--- src/rtl/peak_dbg_pkg.sv ---
// Shared types for the debug-side access-register (AR) master.
// The state enum, status bundle and AR port geometry all live here.
package peak_dbg_pkg;

   localparam int AR_NREGS  = 32;
   localparam int AR_ADDR_W = 5;
   localparam int AR_DATA_W = 32;
   localparam int AR_CNT_W  = 6;

   typedef enum logic [2:0] {
      ST_IDLE,
      ST_RD_ADDR,
      ST_RD_CAP,
      ST_RD_RSP,
      ST_WR_WAIT,
      ST_WR_DO,
      ST_DONE
   } ar_state_t;

   typedef struct packed {
      logic valid;
      logic err;
   } sts_t;

endpackage

--- src/rtl/peak_ar_master.sv ---
// Burst engine that walks the register file through its AR port while
// the core is halted, streaming read data out and write data in.
module peak_ar_master
   import peak_dbg_pkg::*;
#(
   parameter int ADDR_W = AR_ADDR_W,
   parameter int DATA_W = AR_DATA_W,
   parameter int CNT_W  = AR_CNT_W
) (
   input  logic              CLK,
   input  logic              RST_N,
   input  logic              HALTED,
   input  logic              CMD_VALID,
   output logic              CMD_READY,
   input  logic              CMD_WRITE,
   input  logic [ADDR_W-1:0] CMD_ADDR,
   input  logic [CNT_W-1:0]  CMD_COUNT,
   input  logic              WD_VALID,
   output logic              WD_READY,
   input  logic [DATA_W-1:0] WD_DATA,
   output logic              RSP_VALID,
   input  logic              RSP_READY,
   output logic [DATA_W-1:0] RSP_DATA,
   output logic              STS_VALID,
   output logic              STS_ERR,
   input  logic              ABORT,
   output logic              AR_EN,
   output logic              AR_WR,
   output logic [ADDR_W-1:0] AR_AD,
   output logic [DATA_W-1:0] AR_DI,
   input  logic [DATA_W-1:0] AR_DO
);

   localparam int SW    = ((ADDR_W > CNT_W) ? ADDR_W : CNT_W) + 2;
   localparam int NREGS = 2 ** ADDR_W;

   ar_state_t         r_state;
   logic [ADDR_W-1:0] r_addr;
   logic [CNT_W-1:0]  r_cnt;
   logic              r_err;
   logic              r_cmd_ready;
   logic              r_ar_en;
   logic              r_ar_wr;
   logic [DATA_W-1:0] r_ar_di;
   logic              r_wd_ready;
   logic              r_rsp_valid;
   logic [DATA_W-1:0] r_rsp_data;
   sts_t              r_sts;

   logic [SW-1:0]     w_end;
   logic              w_legal;
   logic              w_active;
   logic              w_abort;
   logic              w_kill;
   logic              w_cmd_hs;
   logic              w_rd_hs;
   logic              w_wd_hs;
   logic              w_last;
   logic              w_step;
   logic              w_go_done;
   logic              w_done_err;

   assign w_end   = SW'(CMD_ADDR) + SW'(CMD_COUNT);
   assign w_legal = HALTED
                  && (CMD_COUNT != '0)
                  && (w_end <= SW'(NREGS));

   assign w_active = (r_state == ST_RD_ADDR)
                  || (r_state == ST_RD_CAP)
                  || (r_state == ST_RD_RSP)
                  || (r_state == ST_WR_WAIT)
                  || (r_state == ST_WR_DO);

   assign w_abort = w_active && ABORT;
   assign w_kill  = w_active && (ABORT || !HALTED);

   // Abort masks the handshake-visible strobes in the same cycle.
   assign CMD_READY = r_cmd_ready;
   assign WD_READY  = r_wd_ready & ~w_abort;
   assign RSP_VALID = r_rsp_valid & ~w_abort;
   assign RSP_DATA  = r_rsp_data;
   assign STS_VALID = r_sts.valid;
   assign STS_ERR   = r_sts.err;
   assign AR_EN     = r_ar_en;
   assign AR_WR     = r_ar_wr & ~w_abort;
   assign AR_AD     = r_addr;
   assign AR_DI     = r_ar_di;

   assign w_cmd_hs = (r_state == ST_IDLE) && r_cmd_ready && CMD_VALID;
   assign w_rd_hs  = (r_state == ST_RD_RSP) && RSP_VALID && RSP_READY;
   assign w_wd_hs  = (r_state == ST_WR_WAIT) && WD_READY && WD_VALID;
   assign w_last   = (r_cnt == CNT_W'(1));
   assign w_step   = w_rd_hs || (r_state == ST_WR_DO);

   always_comb begin
      w_go_done  = 1'b0;
      w_done_err = r_err;
      if (w_cmd_hs && !w_legal) begin
         w_go_done  = 1'b1;
         w_done_err = 1'b1;
      end else if (w_kill) begin
         w_go_done  = 1'b1;
         w_done_err = 1'b1;
      end else if (w_step && w_last) begin
         w_go_done  = 1'b1;
      end
   end

   always_ff @(posedge CLK or negedge RST_N) begin
      if (!RST_N) begin
         r_state     <= ST_IDLE;
         r_addr      <= '0;
         r_cnt       <= '0;
         r_err       <= 1'b0;
         r_cmd_ready <= 1'b0;
         r_ar_en     <= 1'b0;
         r_ar_wr     <= 1'b0;
         r_ar_di     <= '0;
         r_wd_ready  <= 1'b0;
         r_rsp_valid <= 1'b0;
         r_rsp_data  <= '0;
         r_sts       <= '0;
      end else begin
         r_sts <= '0;
         if (w_cmd_hs) begin
            r_addr <= CMD_ADDR;
            r_cnt  <= CMD_COUNT;
         end else if (w_step) begin
            r_addr <= r_addr + 1'b1;
            r_cnt  <= r_cnt - 1'b1;
         end
         if (w_go_done) begin
            r_state     <= ST_DONE;
            r_cmd_ready <= 1'b0;
            r_ar_en     <= 1'b0;
            r_ar_wr     <= 1'b0;
            r_wd_ready  <= 1'b0;
            r_rsp_valid <= 1'b0;
            r_err       <= w_done_err;
            r_sts       <= '{valid: 1'b1, err: w_done_err};
         end else begin
            unique case (r_state)
               ST_IDLE: begin
                  r_cmd_ready <= 1'b1;
                  if (w_cmd_hs) begin
                     r_cmd_ready <= 1'b0;
                     r_err       <= 1'b0;
                     r_ar_en     <= 1'b1;
                     if (CMD_WRITE) begin
                        r_state    <= ST_WR_WAIT;
                        r_wd_ready <= 1'b1;
                     end else begin
                        r_state <= ST_RD_ADDR;
                     end
                  end
               end
               ST_RD_ADDR: begin
                  r_state <= ST_RD_CAP;
               end
               ST_RD_CAP: begin
                  r_rsp_data  <= AR_DO;
                  r_rsp_valid <= 1'b1;
                  r_state     <= ST_RD_RSP;
               end
               ST_RD_RSP: begin
                  if (w_rd_hs) begin
                     r_rsp_valid <= 1'b0;
                     r_state     <= ST_RD_ADDR;
                  end
               end
               ST_WR_WAIT: begin
                  if (w_wd_hs) begin
                     r_ar_di    <= WD_DATA;
                     r_wd_ready <= 1'b0;
                     // x0 is hardwired: consume the word, skip the strobe
                     r_ar_wr    <= (r_addr != '0);
                     r_state    <= ST_WR_DO;
                  end
               end
               ST_WR_DO: begin
                  r_ar_wr    <= 1'b0;
                  r_wd_ready <= 1'b1;
                  r_state    <= ST_WR_WAIT;
               end
               ST_DONE: begin
                  r_cmd_ready <= 1'b1;
                  r_state     <= ST_IDLE;
               end
               default: begin
                  r_state <= ST_IDLE;
               end
            endcase
         end
      end
   end

endmodule

--- config.mk ---
export PLATFORM = sky130hd
export DESIGN_NAME = peak_ar_master
export DESIGN_NICKNAME = d
export VERILOG_FILES = /design/src/rtl/peak_dbg_pkg.sv /design/src/rtl/peak_ar_master.sv
export SDC_FILE = /design/constraint.sdc
export NUM_CORES = 1
export LEC_CHECK = 0
export BUFFER_PORTS_ARGS = -buffer_cell sky130_fd_sc_hd__buf_4
export CAP_MARGIN = 20
export CELL_PAD_IN_SITES_DETAIL_PLACEMENT = 0
export CELL_PAD_IN_SITES_GLOBAL_PLACEMENT = 1
export CORE_MARGIN = 5
export CORE_UTILIZATION = 37
export CTS_CLUSTER_DIAMETER = 50
export DETAILED_ROUTE_END_ITERATION = 8
export GPL_ROUTABILITY_DRIVEN = 1
export PLACE_DENSITY_LB_ADDON = 0.1
export SLEW_MARGIN = 20
export SYNTH_ARGS = -nofsm -noshare
export SYNTH_HDL_FRONTEND = slang
export SYNTH_SLANG_ARGS = --single-unit
export TNS_END_PERCENT = 5
--- constraint.sdc ---
create_clock -name CLK -period 2.4 [get_ports CLK]
set_clock_uncertainty 0.05 [all_clocks]
set_input_delay 0.12 -clock CLK [delete_from_list [all_inputs] [get_ports CLK]]
set_output_delay 0.12 -clock CLK [all_outputs]
set_load 0.03 [all_outputs]
==> insert_results.sql, run 1 <==
INSERT INTO impl_metrics (metric_group, metric, value, unit) VALUES
('run_status', 'run_status', 'completed', ''),
('sta', 'worst_slew_margin_rel', '0.599', ''),
('placement', 'dp.final_hpwl', '8070', 'um'),
('worst_setup_path', 'cp_slowest_stage_delay', '0.46', 'ns'),
('floorplanning', 'initial_core_util', '0.373', ''),
('worst_setup_path', 'critPathSlowestCell', 'sky130_fd_sc_hd__dfrtp_2', ''),
('logic_synthesis', 'yosysTopAreaCell', 'sky130_fd_sc_hd__dfrtp_1', ''),
('logic_synthesis', 'synth.yosys.warnings', '0', ''),
('logic_synthesis', 'synthesis.area_per_instance', '12.4', 'um^2'),
('logic_synthesis', 'postSynth.asyncResetShare', '1.00', ''),
('worst_setup_path', 'critical_path_peak_fanout', '32', ''),
('sta', 'final-max-slew-violation-count', '0', ''),
('worst_setup_path', 'end_kind', 'register', ''),
('logic_synthesis', 'synth.yosys.seq_area_share', '0.538', ''),
('worst_setup_path', 'crit_chain', 'buf_4 -> nor3_2 -> a221oi_1 -> buf_4 -> a21o_1 -> nor3_4 -> buf_12 -> mux2_2', ''),
('drt', 'postRouteAntennaNets', '0', ''),
('worst_setup_path', 'required', '2.59', 'ns'),
('finish', 'layout_cells_sized_above_1', '0.458', ''),
('power_and_ir_drop', 'power_switching_share', '0.408', ''),
('power_and_ir_drop', 'leakagePower', '3.07', 'nW'),
('finish', 'n_antenna_cell', '0', ''),
('flow_run', 'max-cap-violations', '0', ''),
('sta', 'final-hold-violation-count', '0', ''),
('finish', 'fillCellCount', '883', ''),
('placement', 'pre_cts_slack', '-0.0191', 'ns'),
('floorplanning', 'fp.dieH', '114', 'um'),
('global_route', 'grt.total_usage', '0.178', ''),
('worst_setup_path', 'timing.critical_path.mode_cell', 'sky130_fd_sc_hd__buf_4', ''),
('logic_synthesis', 'synth_flop_cell', 'sky130_fd_sc_hd__dfrtp_1', ''),
('floorplanning', 'core-area', '10700', 'um^2'),
('drt', 'initialDrtViolationCount', '166', ''),
('global_route', 'antenna_violations_before_repair', '0', ''),
('worst_setup_path', 'worstPathArrival', '2.44', 'ns'),
('clock_network', 'ctsRootBufferMaster', 'sky130_fd_sc_hd__clkbuf_8', ''),
('logic_synthesis', 'synth.cell_area', '4000', 'um^2'),
('floorplanning', 'fp-row-count', '38', ''),
('logic_synthesis', 'synth.ff_latch_count', '86', ''),
('finish', 'fin_util', '0.603', ''),
('power_and_ir_drop', 'gate_power_share', '0.517', ''),
('finish', 'finish.cell_count_without_fillers', '721', ''),
('logic_synthesis', 'synth_enable_flop_cells', '0', ''),
('power_and_ir_drop', 'p_int', '0.00433', 'W'),
('sta', 'hold_slack', '0.123', 'ns'),
('clock_network', 'ctsHtreeMaxLevel', '3', ''),
('power_and_ir_drop', 'sequentialPowerShare', '0.328', ''),
('drt', 'route.final.wire_length', '11400', 'um'),
('worst_setup_path', 'setup.worst_path.start_class', 'register', ''),
('logic_synthesis', 'yosysTopAreaCellShare', '0.538', ''),
('finish', 'layout_common_cells', '176 x sky130_fd_sc_hd__buf_4, 85 x sky130_fd_sc_hd__dfrtp_1, 76 x sky130_fd_sc_hd__dlygate4sd3_1, 61 x sky130_fd_sc_hd__mux2_2, 22 x sky130_fd_sc_hd__nand2_1', ''),
('power_and_ir_drop', 'peak_supply_drop', '0.000649', 'V'),
('finish', 'final_common_cell', 'sky130_fd_sc_hd__buf_4', ''),
('power_and_ir_drop', 'p_clk_frac', '0.155', ''),
('placement', 'placedCellCount', '627', ''),
('logic_synthesis', 'netlist_top_cells_area', 'sky130_fd_sc_hd__dfrtp_1 54%, sky130_fd_sc_hd__mux2_2 17%, sky130_fd_sc_hd__ha_1 2.8%', ''),
('sta', 'layout_min_cycle_time', '2.25', 'ns'),
('placement', 'io_buffers', '158', ''),
('power_and_ir_drop', 'power_density', '1130', 'nW/um^2'),
('power_and_ir_drop', 'p_sw', '0.00299', 'W'),
('sta', 'timing_worst_slew_pin_value', '0.601', 'ns'),
('worst_setup_path', 'worstSetupStartpoint', 'r_state[1]$_DFFE_PN0P_', ''),
('global_route', 'number_of_global_route_vias_before_repair', '3534', ''),
('clock_network', 'clkTransAtPathRegs', '0.09', 'ns'),
('worst_setup_path', 'critPathKind', 'reg -> reg', ''),
('clock_network', 'tritoncts', 'done', ''),
('global_route', 'grt_pass1_wl', '18400', 'um'),
('logic_synthesis', 'netlist-cell-type-count', '54', ''),
('min_path', 'holdCritStartpoint', 'CMD_VALID', ''),
('drt', 'per_cell_routed_wire_length', '15.9', 'um'),
('worst_setup_path', 'timing.rr.start', 'r_state[1]$_DFFE_PN0P_', ''),
('global_route', 'globalRoute.totalOverflow', '0', ''),
('logic_synthesis', 'synthesis.instances', '324', '');
path summary, 6_finish.rpt:
check / endpoint / cells past startpoint / slack [ns]
max: AR_DI[15]$_DFFE_PN0P_ / 8 / 0.15
min: CMD_READY$_DFFE_PN0P_ / 4 / 0.12
max reg2reg: AR_DI[15]$_DFFE_PN0P_ / 8 / 0.15
min reg2reg: AR_DI[0]$_DFFE_PN0P_ / 1 / 0.44
max in group asynchronous: RSP_DATA[4]$_DFFE_PN0P_ / 3 / 1.37
min in group asynchronous: CMD_READY$_DFFE_PN0P_ / 2 / 0.27
per-layer routing:
| metal | wire (um) | vias to the layer above | GRT usage |
|---|---|---|---|
| li1 | - | 1665 | - |
| met1 | 5000 | 1657 | 0.242 |
| met2 | 5470 | 139 | 0.282 |
| met3 | 713 | 18 | 0.0276 |
| met4 | 260 | 0 | 0.0752 |
| met5 | 0 | - | 0 |
layout make-up:
type / count / area, um^2 / area share
Clock inverter: 5 / 82.6 / 0.0127
Inverter: 10 / 37.5 / 0.00579
Multi-Input combinational cell: 215 / 1750 / 0.271
Clock buffer: 10 / 138 / 0.0212
Timing Repair Buffer: 255 / 2140 / 0.330
Sequential cell: 86 / 2150 / 0.332
Tap cell: 140 / 175 / 0.0270
what timing repair did:
action	CTS	global route
endpoints found under the setup margin	26	41
pin swaps	1	0
hold endpoints to repair	117	0
hold buffers	76	0
gates resized for setup	0	5
setup buffers	3	0
stage by stage:
step	TNS, ns	total power [W]	cell area, um^2
after floorplan	0	0.00460	4000
after global placement	0	0.00603	5460
after detailed placement	-0.223	0.00609	5460
after CTS	0	0.00738	6470
after global routing	-0.000454	0.00776	6480
final	0	0.00732	6480
Yosys cell counts (3+ instances only):
library cell / n
sky130_fd_sc_hd__inv_1: 10
sky130_fd_sc_hd__nand2_1: 22
sky130_fd_sc_hd__xor2_1: 6
sky130_fd_sc_hd__mux2_1: 3
sky130_fd_sc_hd__a21oi_1: 11
sky130_fd_sc_hd__dfrtp_1: 86
sky130_fd_sc_hd__mux2_2: 61
sky130_fd_sc_hd__buf_2: 3
sky130_fd_sc_hd__xnor2_1: 4
sky130_fd_sc_hd__ha_1: 9
sky130_fd_sc_hd__a211oi_1: 4
sky130_fd_sc_hd__and2_1: 4
sky130_fd_sc_hd__nor2b_1: 4
sky130_fd_sc_hd__clkbuf_1: 4
sky130_fd_sc_hd__nor2_1: 12
sky130_fd_sc_hd__buf_6: 3
sky130_fd_sc_hd__o21ai_0: 17
sky130_fd_sc_hd__nor3b_1: 4
sky130_fd_sc_hd__nand4_1: 4
sky130_fd_sc_hd__nor3_1: 3
sky130_fd_sc_hd__nand3_1: 8
worst max-delay path, delay by kind of cell, from the launching register on:
family,cells,cell delay [ns]
buffers and inverters,3,0.55
DFF,1,0.46
and+or+nand+nor,2,0.41
muxes,1,0.37
AOI/OAI and AO/OA,2,0.28
registers in the layout, indices dropped and copies added, names as in the netlist, 3 cells and up:
register / count
AR_AD: 5
AR_DI: 32
RSP_DATA: 32
r_cnt: 6
r_state: 3
power groups by stage:
stage | clock (W) | combinational (W) | sequential, W
5_1_grt | 0.00125 | 0.00402 | 0.00250
2_1_floorplan | 0 | 0.00128 | 0.00331
6_report | 0.00113 | 0.00379 | 0.00240
3_3_place_gp | 0 | 0.00363 | 0.00240
4_1_cts | 0.00118 | 0.00380 | 0.00240
3_5_place_dp | 0 | 0.00366 | 0.00243
cell families (layout without fill, tap and decap cells):
logic type	count (synthesis)	in the layout	synth area share
DFF	86	86	0.537
and+or+nand+nor	75	75	0.102
muxes	65	65	0.182
AOI/OAI and AO/OA	55	55	0.0931
buffers and inverters	23	280	0.0300
adders and majority gates	10	10	0.0331
xor gates and xnor gates	10	10	0.0219
Power figures use the tool's default switching activity.
==> inputs of run 2 (changes only) <==
Settings changed: BUFFER_PORTS_ARGS -buffer_cell sky130_fd_sc_hd__buf_4 to not set, CORE_UTILIZATION 37 to 48, DONT_BUFFER_PORTS set to 1.
==> run 2 against run 1 <==
Effect of this change:
- critical path type unchanged
- largest power group is now registers
- first-iteration DRC count decreased by 65%
- critical path depth shrank 2
- die area shrank 21%
- maximum frequency grew 3.7%
- global-route usage up 1.4 points
==> insert_results.sql, run 2 (synthesized netlist as in run 1, its figures left out) <==
INSERT INTO impl_metrics (metric_group, metric, value, unit) VALUES
('run_status', 'run_status', 'completed', ''),
('worst_setup_path', 'timing.reg2reg.setup_slack', '0.23', 'ns'),
('worst_setup_path', 'critPathKind', 'reg -> reg', ''),
('global_route', 'globalRoute.totalOverflow', '0', ''),
('worst_setup_path', 'cp_slowest_stage_delay', '0.46', 'ns'),
('worst_setup_path', 'worst_r2r_endpoint', 'RSP_DATA[5]$_DFFE_PN0P_', ''),
('sta', 'final-hold-violation-count', '0', ''),
('worst_setup_path', 'critical_path_cell_count', '6', ''),
('drt', 'm1WireLength', '3970', 'um'),
('clock_network', 'ctsRootBufferMaster', 'sky130_fd_sc_hd__clkbuf_8', ''),
('sta', 'final_min_period_over_clock_period', '0.903', ''),
('placement', 'place.gp.congestion', '0.817', ''),
('finish', 'register_area', '2150', 'um^2'),
('min_path', 'min-delay-path-class', 'in -> reg', ''),
('power_and_ir_drop', 'peak_supply_drop', '0.000786', 'V'),
('drt', 'postRouteAntennaNets', '0', ''),
('finish', 'multi_input_area', '1740', 'um^2'),
('sta', 'grt_setup_unrepaired', 'false', ''),
('worst_setup_path', 'critPathSlowestCell', 'sky130_fd_sc_hd__dfrtp_1', ''),
('clock_network', 'worst_skew_pair_latency', '0.35', 'ns'),
('flow_run', 'max-cap-violations', '0', ''),
('finish', 'layout_cells_sized_above_1', '0.252', ''),
('drt', 'route.detailed.vias_per_inst', '5.32', ''),
('worst_setup_path', 'worstSetupStartpoint', 'r_state[0]$_DFFE_PN0P_', ''),
('sta', 'fin_tns_setup', '0', 'ns'),
('sta', 'final-max-slew-violation-count', '0', ''),
('finish', 'syn2layout_area_growth', '31.1', '%'),
('sta', 'fin_ws', '0.232', 'ns'),
('sta', 'worst_slew_margin_rel', '0.588', ''),
('worst_setup_path', 'worstPathArrival', '2.35', 'ns'),
('floorplanning', 'fp.dieH', '101', 'um'),
('global_route', 'grt_max_degree', '87', ''),
('global_route', 'antenna_violations_before_repair', '0', ''),
('sta', 'max_freq', '461', 'MHz'),
('placement', 'io_buffers', '0', ''),
('worst_setup_path', 'crit_chain', 'and3b_1 -> a41o_1 -> buf_4 -> a211oi_4 -> buf_12 -> mux2_2', ''),
('worst_setup_path', 'required', '2.58', 'ns'),
('worst_setup_path', 'setup.worst_path.start_class', 'register', ''),
('sta', 'timing_worst_slew_pin_value', '0.618', 'ns'),
('drt', 'dr.max_layer_used', 'met4', ''),
('floorplanning', 'core-area', '8180', 'um^2'),
('power_and_ir_drop', 'power_density', '1190', 'nW/um^2'),
('drt', 'initialDrtViolationCount', '58', ''),
('floorplanning', 'die_w', '101', 'um'),
('finish', 'fin_util', '0.642', ''),
('drt', 'via_count', '2838', ''),
('drt', 'iteration_count_of_the_initial_detailed_routing_pass', '4', ''),
('floorplanning', 'io_pins', '159', ''),
('placement', 'dp.final_hpwl', '6860', 'um'),
('finish', 'layout_common_cells', '86 x sky130_fd_sc_hd__dfrtp_1, 77 x sky130_fd_sc_hd__dlygate4sd3_1, 61 x sky130_fd_sc_hd__mux2_2, 22 x sky130_fd_sc_hd__nand2_1, 21 x sky130_fd_sc_hd__buf_4', ''),
('drt', 'route.final.wire_length', '9780', 'um'),
('sta', 'setup_viol', '0', ''),
('clock_network', 'cts_bufs_inserted', '9', ''),
('floorplanning', 'fp.dieArea', '10300', 'um^2'),
('drt', 'route.met3.wl', '793', 'um'),
('clock_network', 'ctsHtreeMaxLevel', '3', ''),
('drt', 'per_cell_routed_wire_length', '18.3', 'um'),
('drt', 'remaining_drc_errors', '0', ''),
('power_and_ir_drop', 'leakagePower', '2.29', 'nW'),
('placement', 'placed_instance_area', '4240', 'um^2'),
('clock_network', 'clock-sinks', '86', ''),
('clock_network', 'clock_tree.buffer_depth', '2', ''),
('finish', 'final_common_cell', 'sky130_fd_sc_hd__dfrtp_1', ''),
('worst_setup_path', 'end_kind', 'register', ''),
('finish', 'n_antenna_cell', '0', ''),
('finish', 'fillCellCount', '637', ''),
('worst_setup_path', 'critPathTopFamily', 'compound AO/OA/AOI/OAI gates', ''),
('drt', 'wl_met2', '4940', 'um'),
('clock_network', 'clkTransAtPathRegs', '0.09', 'ns'),
('worst_setup_path', 'critical_path_buf_inv_count', '2', ''),
('clock_network', 'cells_resized_by_post_cts_repair', '0', ''),
('global_route', 'number_of_global_route_vias_before_repair', '3068', ''),
('floorplanning', 'initial_core_util', '0.490', ''),
('worst_setup_path', 'timing.rr.start', 'r_state[0]$_DFFE_PN0P_', ''),
('finish', 'design_area', '5250', 'um^2'),
('clock_network', 'tritoncts', 'done', ''),
('worst_setup_path', 'worst-r2r-cell-count', '6', ''),
('floorplanning', 'fp-row-count', '33', ''),
('global_route', 'grt.total_usage', '0.191', ''),
('finish', 'finalNetCount', '516', ''),
('global_route', 'grt_pass1_wl', '15200', 'um'),
('placement', 'pre_cts_slack', '0.0632', 'ns'),
('worst_setup_path', 'critPathCapture', 'RSP_DATA[5]$_DFFE_PN0P_', ''),
('worst_setup_path', 'critical_path_peak_fanout', '32', ''),
('sta', 'layout_min_cycle_time', '2.17', 'ns');
-- run 2: layout make-up --
cell class,count,area share
timing repair buffer,101,0.190
multi-input combinational,215,0.331
clock inverter,6,0.0105
inverter,10,0.00715
sequential,86,0.410
tap,105,0.0250
clock buffer,10,0.0262
-- run 2: stage by stage --
stage                     instances  hold WS [ns]  total power [W]
after CTS                       531       0.00631          0.00632
after global placement          437        -0.223          0.00514
after floorplan                 324        -0.226          0.00460
after detailed placement        437        -0.223          0.00519
after global routing            533        0.0532          0.00664
final                           533        0.0202          0.00626
-- run 2: per-layer routing --
metal / vias to the layer above / track usage
met5: - / 0
met2: 122 / 0.331
li1: 1365 / -
met1: 1343 / 0.228
met4: 0 / 0.0675
met3: 8 / 0.0530
-- run 2: power by group --
part	total [W]	internal [W]	switching (W)
Combinational	0.00186	0.00100	0.000857
Sequential	0.00342	0.00201	0.00141
Clock	0.000983	0.000423	0.000560
Total	0.00626	0.00343	0.00283
-- run 2: worst min path at each step --
stage                    from                     end  slack, ns  cells past startpoint
global placement        RST_N   AR_DI[27]$_DFFE_PN0P_      -0.22                      0
CTS                 CMD_WRITE  r_state[0]$_DFFE_PN0P_      0.006                      3
global route        CMD_WRITE  r_state[0]$_DFFE_PN0P_       0.05                      3
floorplan               RST_N    AR_AD[0]$_DFFE_PN0P_      -0.23                      0
finish              CMD_WRITE  r_state[0]$_DFFE_PN0P_       0.02                      3
detailed placement      RST_N   AR_DI[27]$_DFFE_PN0P_      -0.22                      0
-- run 2: what timing repair did --
action,4_1_cts,5_1_grt
hold endpoints to repair,162,0
setup buffers,0,2
hold buffers,78,0
setup endpoints to repair,0,23
-- run 2: tightest hold or removal path, stage by stage --
cell                       delay (ns)
sky130_fd_sc_hd__o31ai_1         0.06
sky130_fd_sc_hd__a21oi_1         0.15
sky130_fd_sc_hd__a211oi_1        0.06
